`src/rtl/uart_pkg.sv`:
```
// Shared types for the UART transmitter: parity modes, FSM states and the
// bit-period divider calculation.
// The BRK state exists only when UART_TX_BREAK_EN is defined.
package uart_pkg;

   typedef enum logic [1:0] {
      PAR_NONE = 2'd0,
      PAR_EVEN = 2'd1,
      PAR_ODD  = 2'd2
   } parity_e;

   typedef enum logic [2:0] {
      IDLE  = 3'd0,
      START = 3'd1,
      DATA  = 3'd2,
      PAR   = 3'd3,
      STOP  = 3'd4
`ifdef UART_TX_BREAK_EN
      , BRK = 3'd5
`endif
   } tx_state_e;

   // Clock cycles per bit, rounded to nearest.
   function automatic int calc_div(input int clk_hz, input int baud);
      return (clk_hz + baud / 2) / baud;
   endfunction

endpackage

```
`src/rtl/uart_baud_strobe.sv`:
```
// Bit-period strobe generator: one-cycle pulse every DIV cycles while en=1.
// The counter is cleared whenever en=0, so the first strobe after enabling
// arrives exactly DIV cycles later.
module uart_baud_strobe #(
   parameter int DIV = 10
) (
   input  logic clk,
   input  logic rst,
   input  logic en,
   output logic strobe
);

   localparam int CW = (DIV > 1) ? $clog2(DIV) : 1;

   logic [CW-1:0] cnt_reg;

   assign strobe = en && (cnt_reg == CW'(DIV - 1));

   // Count 0..DIV-1 while enabled, hold at zero otherwise.
   always_ff @(posedge clk) begin
      if (rst || !en) begin
         cnt_reg <= '0;
      end else if (cnt_reg == CW'(DIV - 1)) begin
         cnt_reg <= '0;
      end else begin
         cnt_reg <= cnt_reg + 1'b1;
      end
   end

endmodule

```
`src/rtl/uart_tx_frame.sv`:
```
// UART transmitter with configurable frame (data bits, parity, stop bits)
// and a valid/ready input. All outputs except in_ready are plain registers.
// Optional macro UART_TX_BREAK_EN adds the break_req input and BRK state.
module uart_tx_frame
   import uart_pkg::*;
#(
   parameter int      CLK_HZ    = 100_000_000,
   parameter int      BAUD      = 115200,
   parameter int      DATA_BITS = 8,
   parameter parity_e PARITY    = PAR_NONE,
   parameter int      STOP_BITS = 1
) (
   input  logic                 clk,
   input  logic                 rst,
   input  logic [DATA_BITS-1:0] in_data,
   input  logic                 in_valid,
`ifdef UART_TX_BREAK_EN
   input  logic                 break_req,
`endif
   output logic                 in_ready,
   output logic                 tx,
   output logic                 busy,
   output logic                 frame_done
);

   localparam int DIV = calc_div(CLK_HZ, BAUD);

   if (DIV < 2) begin : g_bad_div
      $error("uart_tx_frame: bit period DIV=%0d is below 2", DIV);
   end
   if (DATA_BITS < 5 || DATA_BITS > 9) begin : g_bad_data_bits
      $error("uart_tx_frame: DATA_BITS=%0d outside 5..9", DATA_BITS);
   end
   if (STOP_BITS != 1 && STOP_BITS != 2) begin : g_bad_stop_bits
      $error("uart_tx_frame: STOP_BITS=%0d must be 1 or 2", STOP_BITS);
   end

   tx_state_e            state_reg, state_next;
   logic                 tx_reg, tx_next;
   logic                 ready_reg, ready_next;
   logic                 busy_reg, busy_next;
   logic                 done_reg, done_next;
   logic [DATA_BITS-1:0] shift_reg, shift_next;
   logic [3:0]           bit_cnt_reg, bit_cnt_next;
   logic                 stop_cnt_reg, stop_cnt_next;
   logic                 parity_reg, parity_next;
   logic                 strobe;
   logic                 transfer;

`ifdef UART_TX_BREAK_EN
   logic                 brk_hold_reg, brk_hold_next;
   // A pending break wins over data, so never advertise ready alongside it.
   assign in_ready = ready_reg & ~break_req;
`else
   assign in_ready = ready_reg;
`endif

   assign transfer   = in_valid && in_ready;
   assign tx         = tx_reg;
   assign busy       = busy_reg;
   assign frame_done = done_reg;

   uart_baud_strobe #(
      .DIV (DIV)
   ) u_baud (
      .clk    (clk),
      .rst    (rst),
      .en     (state_reg != IDLE),
      .strobe (strobe)
   );

   // Next-state and output logic for the frame sequencer.
   always_comb begin
      state_next    = state_reg;
      tx_next       = tx_reg;
      ready_next    = ready_reg;
      busy_next     = busy_reg;
      done_next     = 1'b0;
      shift_next    = shift_reg;
      bit_cnt_next  = bit_cnt_reg;
      stop_cnt_next = stop_cnt_reg;
      parity_next   = parity_reg;
`ifdef UART_TX_BREAK_EN
      brk_hold_next = brk_hold_reg;
`endif
      case (state_reg)
         IDLE: begin
            tx_next    = 1'b1;
            ready_next = 1'b1;
            busy_next  = 1'b0;
`ifdef UART_TX_BREAK_EN
            if (break_req) begin
               state_next    = BRK;
               tx_next       = 1'b0;
               ready_next    = 1'b0;
               busy_next     = 1'b1;
               brk_hold_next = 1'b0;
            end else
`endif
            if (transfer) begin
               state_next  = START;
               tx_next     = 1'b0;
               ready_next  = 1'b0;
               busy_next   = 1'b1;
               shift_next  = in_data;
               parity_next = (^in_data) ^ (PARITY == PAR_ODD);
            end
         end
         START: begin
            if (strobe) begin
               state_next   = DATA;
               tx_next      = shift_reg[0];
               shift_next   = shift_reg >> 1;
               bit_cnt_next = '0;
            end
         end
         DATA: begin
            if (strobe) begin
               if (bit_cnt_reg == 4'(DATA_BITS - 1)) begin
                  if (PARITY != PAR_NONE) begin
                     state_next = PAR;
                     tx_next    = parity_reg;
                  end else begin
                     state_next    = STOP;
                     tx_next       = 1'b1;
                     stop_cnt_next = 1'b0;
                  end
               end else begin
                  tx_next      = shift_reg[0];
                  shift_next   = shift_reg >> 1;
                  bit_cnt_next = bit_cnt_reg + 4'd1;
               end
            end
         end
         PAR: begin
            if (strobe) begin
               state_next    = STOP;
               tx_next       = 1'b1;
               stop_cnt_next = 1'b0;
            end
         end
         STOP: begin
            if (strobe) begin
               if (stop_cnt_reg == 1'(STOP_BITS - 1)) begin
                  state_next = IDLE;
                  ready_next = 1'b1;
                  busy_next  = 1'b0;
                  done_next  = 1'b1;
               end else begin
                  stop_cnt_next = 1'b1;
               end
            end
         end
`ifdef UART_TX_BREAK_EN
         BRK: begin
            // Low while break is requested, then one high bit period.
            tx_next = brk_hold_reg;
            if (strobe) begin
               if (brk_hold_reg) begin
                  state_next = IDLE;
                  ready_next = 1'b1;
                  busy_next  = 1'b0;
               end else if (!break_req) begin
                  brk_hold_next = 1'b1;
                  tx_next       = 1'b1;
               end
            end
         end
`endif
         default: begin
            state_next = IDLE;
            tx_next    = 1'b1;
         end
      endcase
   end

   // State and output registers.
   always_ff @(posedge clk) begin
      if (rst) begin
         state_reg    <= IDLE;
         tx_reg       <= 1'b1;
         ready_reg    <= 1'b0;
         busy_reg     <= 1'b0;
         done_reg     <= 1'b0;
         shift_reg    <= '0;
         bit_cnt_reg  <= '0;
         stop_cnt_reg <= 1'b0;
         parity_reg   <= 1'b0;
`ifdef UART_TX_BREAK_EN
         brk_hold_reg <= 1'b0;
`endif
      end else begin
         state_reg    <= state_next;
         tx_reg       <= tx_next;
         ready_reg    <= ready_next;
         busy_reg     <= busy_next;
         done_reg     <= done_next;
         shift_reg    <= shift_next;
         bit_cnt_reg  <= bit_cnt_next;
         stop_cnt_reg <= stop_cnt_next;
         parity_reg   <= parity_next;
`ifdef UART_TX_BREAK_EN
         brk_hold_reg <= brk_hold_next;
`endif
      end
   end

endmodule

```
`config.mk`:
```
export PLATFORM = sky130hd
export DESIGN_NAME = uart_tx_frame
export DESIGN_NICKNAME = d
export VERILOG_FILES = /design/src/rtl/uart_pkg.sv /design/src/rtl/uart_baud_strobe.sv /design/src/rtl/uart_tx_frame.sv
export SDC_FILE = /design/constraint.sdc
export NUM_CORES = 1
export LEC_CHECK = 0
export CORE_ASPECT_RATIO = 1.5
export CORE_MARGIN = 2
export CORE_UTILIZATION = 55
export DETAILED_ROUTE_END_ITERATION = 12
export PLACE_DENSITY = 0.83
export SLEW_MARGIN = 20
export SYNTH_ARGS = -nofsm -noshare
export SYNTH_HDL_FRONTEND = slang
export SYNTH_HIERARCHICAL = 1
export SYNTH_SLANG_ARGS = --single-unit
```
`constraint.sdc`:
```
create_clock -name clk -period 2.65 [get_ports clk]
set_input_delay 0.6625 -clock clk [delete_from_list [all_inputs] [get_ports clk]]
set_output_delay 0.6625 -clock clk [all_outputs]
set_load 0.005 [all_outputs]
```
* Word level (Yosys, flattened, before mapping) *
Index checks and enable logic that the tools add are counted.

word-level totals
  flip-flop bits (word level) = 30
  input bits = 11
  output and inout bits = 4
  word-level logic and storage cells = 82

cells by class
  add/sub/neg operators = 2
  eq/ne operators = 14
  mux-type cells = 37
  bitwise logic cells = 2
  reductions and logical operators = 18

operators by type and width
  operator                 number
  $mux W8                  4
  $pmux W8 S3              1
  $mux W3                  7
  $mux W1                  16
  $ne A2 B2 Y1 const B     8
  $pmux W3 S5              1
  $mux W4                  3
  $add A10 B1 Y10 const B  1
  $eq A10 B10 Y1 const B   1
  $reduce_and A5 Y1        2
  $reduce_bool A3 Y1       3
  $pmux W4 S2              1
  $reduce_and A4 Y1        2
  $reduce_and A7 Y1        1
  $eq A3 B2 Y1 const B     2
  $pmux W1 S5              1
  $add A4 B1 Y4 const B    1
  $eq A4 B3 Y1 const B     1
  $pmux W1 S2              2
  $reduce_bool A2 Y1       2
  $eq A3 B1 Y1 const B     1
  $eq A3 B3 Y1 const B     1
  $logic_not A3 Y1         1
  $pmux W1 S3              1
  other kinds (7)          9

* Longest topological paths before layout *
Gate-level depths: netlist of run 1.

  word-level depth = 4
  gate-level depth with buffers = 10
  mapped depth without buffers = 8

* Modules after synthesis *
Netlist of run 1, hierarchy kept.

by module, submodules not included
  module            times used  cells an instance  area an instance (µm²)  seq. area each (µm²)
  uart_tx_frame     1           119                1013.5                  380.4
  uart_baud_strobe  1           56                 467.9                   200.2

* Worst setup path after synthesis of run 1 *
No wires, ideal clock.

  path kind = register to register
  start point = register u_baud.cnt_reg[3]
  end point = register tx_reg, in the netlist tx
  setup time = 0.122 ns
  data arrival time = 2.087 ns
  data required time = 2.528 ns
  setup slack = 0.441 ns
  stages on the path, launching flop included = 10
  path buffers = 2
  period minus slack after synthesis = 2.209 ns
  path through = dfxtp_1 -> nor4b_1 -> nand2_1 -> nor3_1 -> buf_2 -> and3b_1 -> a211oi_4 -> or2_1 -> buf_4 -> o32a_1

between the ends
  longest elaborated chain between the ends = 4
  elaborated cells on any way between the ends = 6
  those cells by class = eq/ne (4); reduce/logical (2)

RTL lines
  element                          RTL line                text
  from (decl)                      uart_baud_strobe.sv:15  logic [CW-1:0] cnt_reg;
  from (signal assigned)           uart_baud_strobe.sv:26  cnt_reg <= cnt_reg + 1'b1;
  $eq A10 B10 Y1 (*)               uart_baud_strobe.sv:17  assign strobe = en && (cnt_reg == CW'(DIV - 1));
  $logic_and A1 B1 Y1 (*)          uart_baud_strobe.sv:17
  net strobe                       uart_tx_frame.sv:47     logic strobe;
  $ne A2 B2 Y1 (no line)           --
  $reduce_and A4 Y1 (no line) (*)  --
  to (signal assigned)             uart_tx_frame.sv:194    tx_reg <= tx_next;
  to (decl)                        uart_tx_frame.sv:39     logic tx_reg, tx_next;

Mark *: on every way through the listed nets, which the timed path passes. The rest lies on a longest branch.
A chain may end at the register's enable or synchronous reset.

* Final worst setup path of run 1 *
Same ends and word-level chain as after synthesis.

==> results of run 1 <==
## final timing paths
check | depth (start not counted) | from | endpoint
min | 2 | shift_reg[6] | shift_reg[6]
max reg2reg | 8 | u_baud/cnt_reg[3] | tx
min reg2reg | 2 | shift_reg[6] | shift_reg[6]
max | 8 | u_baud/cnt_reg[3] | tx
## cell type report
class	count	area, sq um
Clock buffer	6	72.6
Multi-Input combinational cell	127	820
Tap cell	37	46.3
Inverter	12	45.0
Clock inverter	2	10.0
Timing Repair Buffer	17	163
Sequential cell	29	581
Fill cell	209	882
## tightest hold or removal path: cells and delay by family, from the launching register on
kind	cells	cell delay [ns]
buffers and inverters	1	0.05
AOI/OAI and AO/OA	1	0.05
DFF	1	0.31
## per-stage QoR
stage	cells	power, W	cell area [sq um]	util
4_1_cts	230	0.000907	1740	0.663
5_1_grt	230	0.000938	1740	0.663
6_report	230	0.000896	1740	0.663
3_5_place_dp	222	0.000562	1650	0.632
2_1_floorplan	175	0.000528	1480	-
3_3_place_gp	222	0.000558	1650	0.632
## cells by family after synthesis
| kind of cell | count (synthesis) | synth area share |
|---|---|---|
| and+or+nand+nor | 70 | 0.249 |
| muxes | 9 | 0.0667 |
| DFF | 29 | 0.392 |
| xor gates and xnor gates | 7 | 0.0465 |
| buffers and inverters | 19 | 0.0549 |
| adders and majority gates | 2 | 0.0169 |
| AOI/OAI and AO/OA | 39 | 0.174 |
## Yosys cell counts
cell type / count / area [sq um]
a211oi_4: 1 / 20.0
a21o_1: 1 / 7.51
a21oi_1: 16 / 80.1
a22oi_1: 1 / 7.51
a2bb2oi_1: 1 / 8.76
a31oi_1: 2 / 12.5
and3_1: 1 / 6.26
and3b_1: 3 / 26.3
and4_2: 1 / 10.0
and4bb_2: 1 / 12.5
buf_2: 2 / 10.0
buf_4: 2 / 15.0
clkbuf_1: 3 / 11.3
clkinv_1: 1 / 3.75
dfxtp_1: 29 / 581
ha_1: 2 / 25.0
inv_1: 11 / 41.3
mux2_2: 7 / 78.8
mux2i_1: 2 / 20.0
nand2_1: 13 / 48.8
nand2b_1: 1 / 6.26
nand3_1: 8 / 40.0
nand3_2: 1 / 10.0
nand3b_1: 2 / 15.0
nor2_1: 20 / 75.1
nor2b_1: 4 / 25.0
nor3_1: 6 / 30.0
nor4b_1: 1 / 8.76
o21a_1: 1 / 7.51
o21ai_0: 5 / 25.0
o21bai_2: 1 / 11.3
o31ai_1: 9 / 67.6
o32a_1: 1 / 10.0
or2_1: 1 / 6.26
or2_2: 1 / 6.26
or3_1: 4 / 25.0
or3b_2: 2 / 17.5
xnor2_1: 3 / 26.3
xnor2_2: 1 / 16.3
xor2_1: 3 / 26.3
## report_power, final
| group | internal, W | switching (W) | total, W |
|---|---|---|---|
| Sequential | 0.000451 | 0.0000115 | 0.000463 |
| Combinational | 0.0000490 | 0.0000393 | 0.0000883 |
| Clock | 0.000181 | 0.000163 | 0.000344 |
| Total | 0.000682 | 0.000214 | 0.000896 |
## metal layers
| metal | part of all wire | up-vias | track usage | routed length (um) |
|---|---|---|---|---|
| met5 | 0 | - | 0 | 0 |
| met3 | 0.036 | 7 | 0.0642 | 102 |
| met2 | 0.55 | 19 | 0.387 | 1560 |
| met4 | 0.026 | 0 | 0.132 | 73 |
| li1 | - | 641 | - | - |
| met1 | 0.39 | 556 | 0.185 | 1120 |
==> out/results.tsv, run 1 <==
metric	value	unit
vias	1223	
post-place setup slack	0.306	ns
CP bufs+invs	1	
total grt overflow	0	
Largest stage delay, worst path	0.49	ns
Initial Utilization	0.566	
Die Y	67.6	um
Hold Crit Class	register to register	
worst slew pin tran	0.472	ns
PnR worst setup slack	0.290	ns
Root Buffer Master	clkbuf_8	
Reg clk slew, reported paths	0.06	ns
RSZ-0062 raised after global routing	false	
RePlAce Congestion	0.753	
H-tree depth	2	
Critical Path Sink Type	register	
Largest register FFs	10	
register area share after synthesis	0.392	
n_diodes	0	
clock latency on the worst-skew pair	0.29	ns
most common cell after layout, fill and taps aside	dfxtp_1	
maximum vdd drop	0.000479	V
die width	46.4	um
highest-count cells in the layout ignoring fill and taps	dfxtp_1, nor2_1, a21oi_1	
Mapped Avg Cell Area	8.47	sq um
largest net degree at the start of global routing	21	
Arr. time, crit path	2.53	ns
core region area	2620	sq um
clk sinks	29	
Routed Wire Length	2860	um
final slew viol count	0	
Setup CP Type	register to register	
critical path required time	2.82	ns
Final Net Count	205	
critical-path cell list	nor4b_1 -> nand2_1 -> nor3_1 -> buf_4 -> and3b_1 -> a211oi_4 -> or2_1 -> o32a_1	
outcome	complete, no violations	
# IOs	15	
#FFs+latches synth	29	
CTS Buf Count	5	
FMAX	0.424	GHz
ANT nets after route	0	
crit path launch type	register	
Setup violations, final	0	
Net Count, Synth	188	
Tot GR Track Use	0.210	
post-route minimum period	2.36	ns
CP max stage cell	nor4b_1	
CP max FO	11	
die area	3130	sq um
Post-CTS Setup Repair Bufs	0	
global-route wire length before repair	4630	um
share of post-route cells with drive strength above 1	0.135	
R2R Setup Slk	0.29	ns
PD cells	516	nW/um^2
max-cap viol count	0	
post-CTS sizing	0	
vias per cell	5.32	
Bufs on Longest Clock Path	2	
Final HPWL DP	2180	um
worst relative slew slack	0.681	
port bufs	14	
P_leak	0.618	nW
CTS tree	yes	
FP Rows	23	
Post-Route Skew	0.00831	ns
Final Cycle Share	0.890	
DR iter-0 viols	17	
setup TNS	0	ns
synth-to-layout area growth	17.2	%
antenna violations before repair	0	
CP top delay family	simple AND/OR/NAND/NOR gates	
vias in the first global route	1172	
Post-route DRC	0	
per-cell routed wire length	12.4	um
Final Hold Vio Count	0	
drt pass-1 iters	3	
Syn. warnings	6	
hold buffer count at cts	0	
worst-case hold slack	0.450	ns
Yosys cell types	40	
Mapped Area	1480	sq um
Mapped Cells	175	
Note: power is estimated with default switching activity, not from simulation.
==> run 2: changes to the inputs <==
--- a/config.mk
+++ b/config.mk
@@ -15,3 +15,4 @@
 export SYNTH_HDL_FRONTEND = slang
 export SYNTH_HIERARCHICAL = 1
 export SYNTH_SLANG_ARGS = --single-unit
+export TNS_END_PERCENT = 30
==> results of run 2 <==
The final DEF is identical to that of run 1; final timing and power are the same.
==> run 3: changes to the inputs <==
--- a/config.mk
+++ b/config.mk
@@ -5,11 +5,12 @@
 export SDC_FILE = /design/constraint.sdc
 export NUM_CORES = 1
 export LEC_CHECK = 0
+export ABC_AREA = 1
 export CORE_ASPECT_RATIO = 1.5
 export CORE_MARGIN = 2
-export CORE_UTILIZATION = 55
+export CORE_UTILIZATION = 45
 export DETAILED_ROUTE_END_ITERATION = 12
-export PLACE_DENSITY = 0.83
+export PLACE_DENSITY = 0.7
 export SLEW_MARGIN = 20
 export SYNTH_ARGS = -nofsm -noshare
 export SYNTH_HDL_FRONTEND = slang
==> out/results.tsv, run 3 <==
metric	value	unit
Post-CTS Setup Repair Bufs	0	
area share of fa/ha/maj cells after synthesis	0.0161	
R2R Setup Slk	0.63	ns
clock latency on the worst-skew pair	0.28	ns
worst reg2reg path depth	11	
post-synthesis mux area share	0	
#FFs+latches synth	29	
hold path endpoint	u_baud/cnt_reg[0]	
most common cell in the netlist	nand2_1	
RSZ-0062 raised after global routing	false	
share of the synthesized area in the top cell type	0.373	
vias in the first global route	1293	
total grt overflow	0	
Final Hold Vio Count	0	
FMAX	0.496	GHz
Post-route DRC	0	
post-place setup slack	0.576	ns
outcome	complete, no violations	
register area share after synthesis	0.373	
number of synthesized flops with an enable pin	0	
post-synthesis xor/xnor area fraction	0.0225	
Reg clk slew, reported paths	0.06	ns
hold buffer count at cts	0	
RePlAce Congestion	0.733	
share of post-route cells with drive strength above 1	0.108	
synth cell count leaders	nand2_1, nor2_1, dfxtp_1	
Routed Wire Length	3000	um
drt pass-1 iters	4	
CP max FO	5	
DR iter-0 viols	18	
Mapped Cells	231	
compound-cell area share of the yosys netlist	0.0852	
Reg-to-Reg Start	u_baud/cnt_reg[0]	
Critical Path Sink Type	register	
Die Y	76.0	um
# IOs	15	
max-cap viol count	0	
flip-flop and latch area	581	sq um
critical path required time	2.86	ns
global-route wire length before repair	5150	um
Hold Crit Class	register to register	
Setup CP Type	register to register	
Root Buffer Master	clkbuf_8	
clk sinks	29	
worst slew pin tran	0.380	ns
crit path launch type	register	
largest family of logic cells by synthesized area	simple AND/OR/NAND/NOR gates	
P_leak	0.742	nW
die area	3960	sq um
maximum vdd drop	0.000615	V
CTS Buf Count	5	
final slew viol count	0	
PnR worst setup slack	0.633	ns
Mapped Area	1560	sq um
per-cell routed wire length	10.3	um
highest-count cells in the layout ignoring fill and taps	nand2_1, nor2_1, dfxtp_1	
most area-hungry cell type in the Yosys netlist	dfxtp_1	
ys async rst share	0	
PD cells	1030	nW/um^2
Bufs on Longest Clock Path	2	
ANT nets after route	0	
Syn. warnings	6	
worst relative slew slack	0.746	
post-route minimum period	2.02	ns
hold wc startpoint	u_baud/cnt_reg[0]	
met3 routed WL	115	um
Filler cells	351	
Net Count, Synth	244	
Initial Utilization	0.465	
Final HPWL DP	2250	um
hold path depth	1	
Largest register FFs	10	
Simple-Gate Fraction of Synth Area	0.414	
post-CTS sizing	0	
Post-Route Skew	0.00630	ns
port bufs	14	
most common cell after layout, fill and taps aside	nand2_1	
Arr. time, crit path	2.23	ns
Final Net Count	262	
main area contributors after synthesis	dfxtp_1, nand2_1, nor2_1	
H-tree depth	2	
synth-to-layout area growth	18.2	%
Mapped Avg Cell Area	6.74	sq um
core region area	3350	sq um
FP Rows	26	
wire length on met2	1610	um
Synth Flop Type	dfxtp_1	
Tot GR Track Use	0.172	
end-of-flow core utilization	0.549	
Final Cycle Share	0.761	
CTS tree	yes	
n_diodes	0	
WL met1	1210	um
Multi-input gate area	837	sq um
largest net degree at the start of global routing	17	
Setup violations, final	0	
FF-to-FF End	state_reg[2]	
highest routed layer	met4	
Yosys cell types	27	
antenna violations before repair	0	
vias per cell	4.63	
vias	1353	
die width	52.0	um
setup TNS	0	ns
-- run 3: worst max-delay path, cell delays in order, from the launching register on --
cell     delay (ns)
dfxtp_1        0.36
ha_1           0.21
nand2_1        0.09
nor2_1         0.11
nand3_2        0.10
nor2_1         0.26
inv_1          0.19
nand3_1        0.14
nand2_1        0.06
nor2_1         0.16
nand3_1        0.10
a21oi_1        0.14
-- run 3: per-stage QoR --
stage               area, sq um  hold WS (ns)  instances  power [W]
detailed placement         1720         0.441        284    0.00143
global placement           1720         0.427        284    0.00143
finish                     1840         0.449        292    0.00189
global route               1840         0.460        292    0.00206
floorplan                  1560         0.417        231    0.00131
CTS                        1840         0.453        292    0.00191
-- run 3: kinds of logic (layout without fill, tap and decap cells) --
| family | Yosys count | after routing |
|---|---|---|
| adders and majority gates | 2 | 2 |
| buffers and inverters | 33 | 52 |
| and+or+nand+nor | 139 | 139 |
| AOI/OAI and AO/OA | 24 | 24 |
| DFF | 29 | 29 |
| xor gates and xnor gates | 4 | 4 |
-- run 3: final cells by class --
class | instances | share of cell area
clock buffers | 7 | 0.0469
clock inverters | 1 | 0.0163
inverters | 30 | 0.0612
multi-input cells | 169 | 0.455
flip-flops and latches | 29 | 0.316
well taps | 42 | 0.0286
repair buffers | 14 | 0.0762
-- run 3: how the worst max path moves through the flow --
stage	startpoint	endpoint	cells after the start
final	u_baud/cnt_reg[0]	state_reg[2]	11
after global routing	u_baud/cnt_reg[0]	state_reg[1]	12
after CTS	u_baud/cnt_reg[0]	state_reg[2]	11
after detailed placement	rst	state_reg[0]	4
after global placement	rst	state_reg[0]	4
after floorplan	u_baud/cnt_reg[0]	shift_reg[5]	11
-- run 3: metal layers --
| layer | vias up | GRT usage |
|---|---|---|
| met5 | - | 0 |
| met4 | 0 | 0.0789 |
| met3 | 6 | 0.0588 |
| met2 | 17 | 0.314 |
| met1 | 584 | 0.162 |
| li1 | 746 | - |
-- run 3: report_power, final --
group | leakage [nW] | internal, W | total [W] | switching (W)
sequential | 0.236 | 0.000541 | 0.000599 | 0.0000574
clock | 0.0585 | 0.000306 | 0.000469 | 0.000163
combinational | 0.447 | 0.000286 | 0.000821 | 0.000535
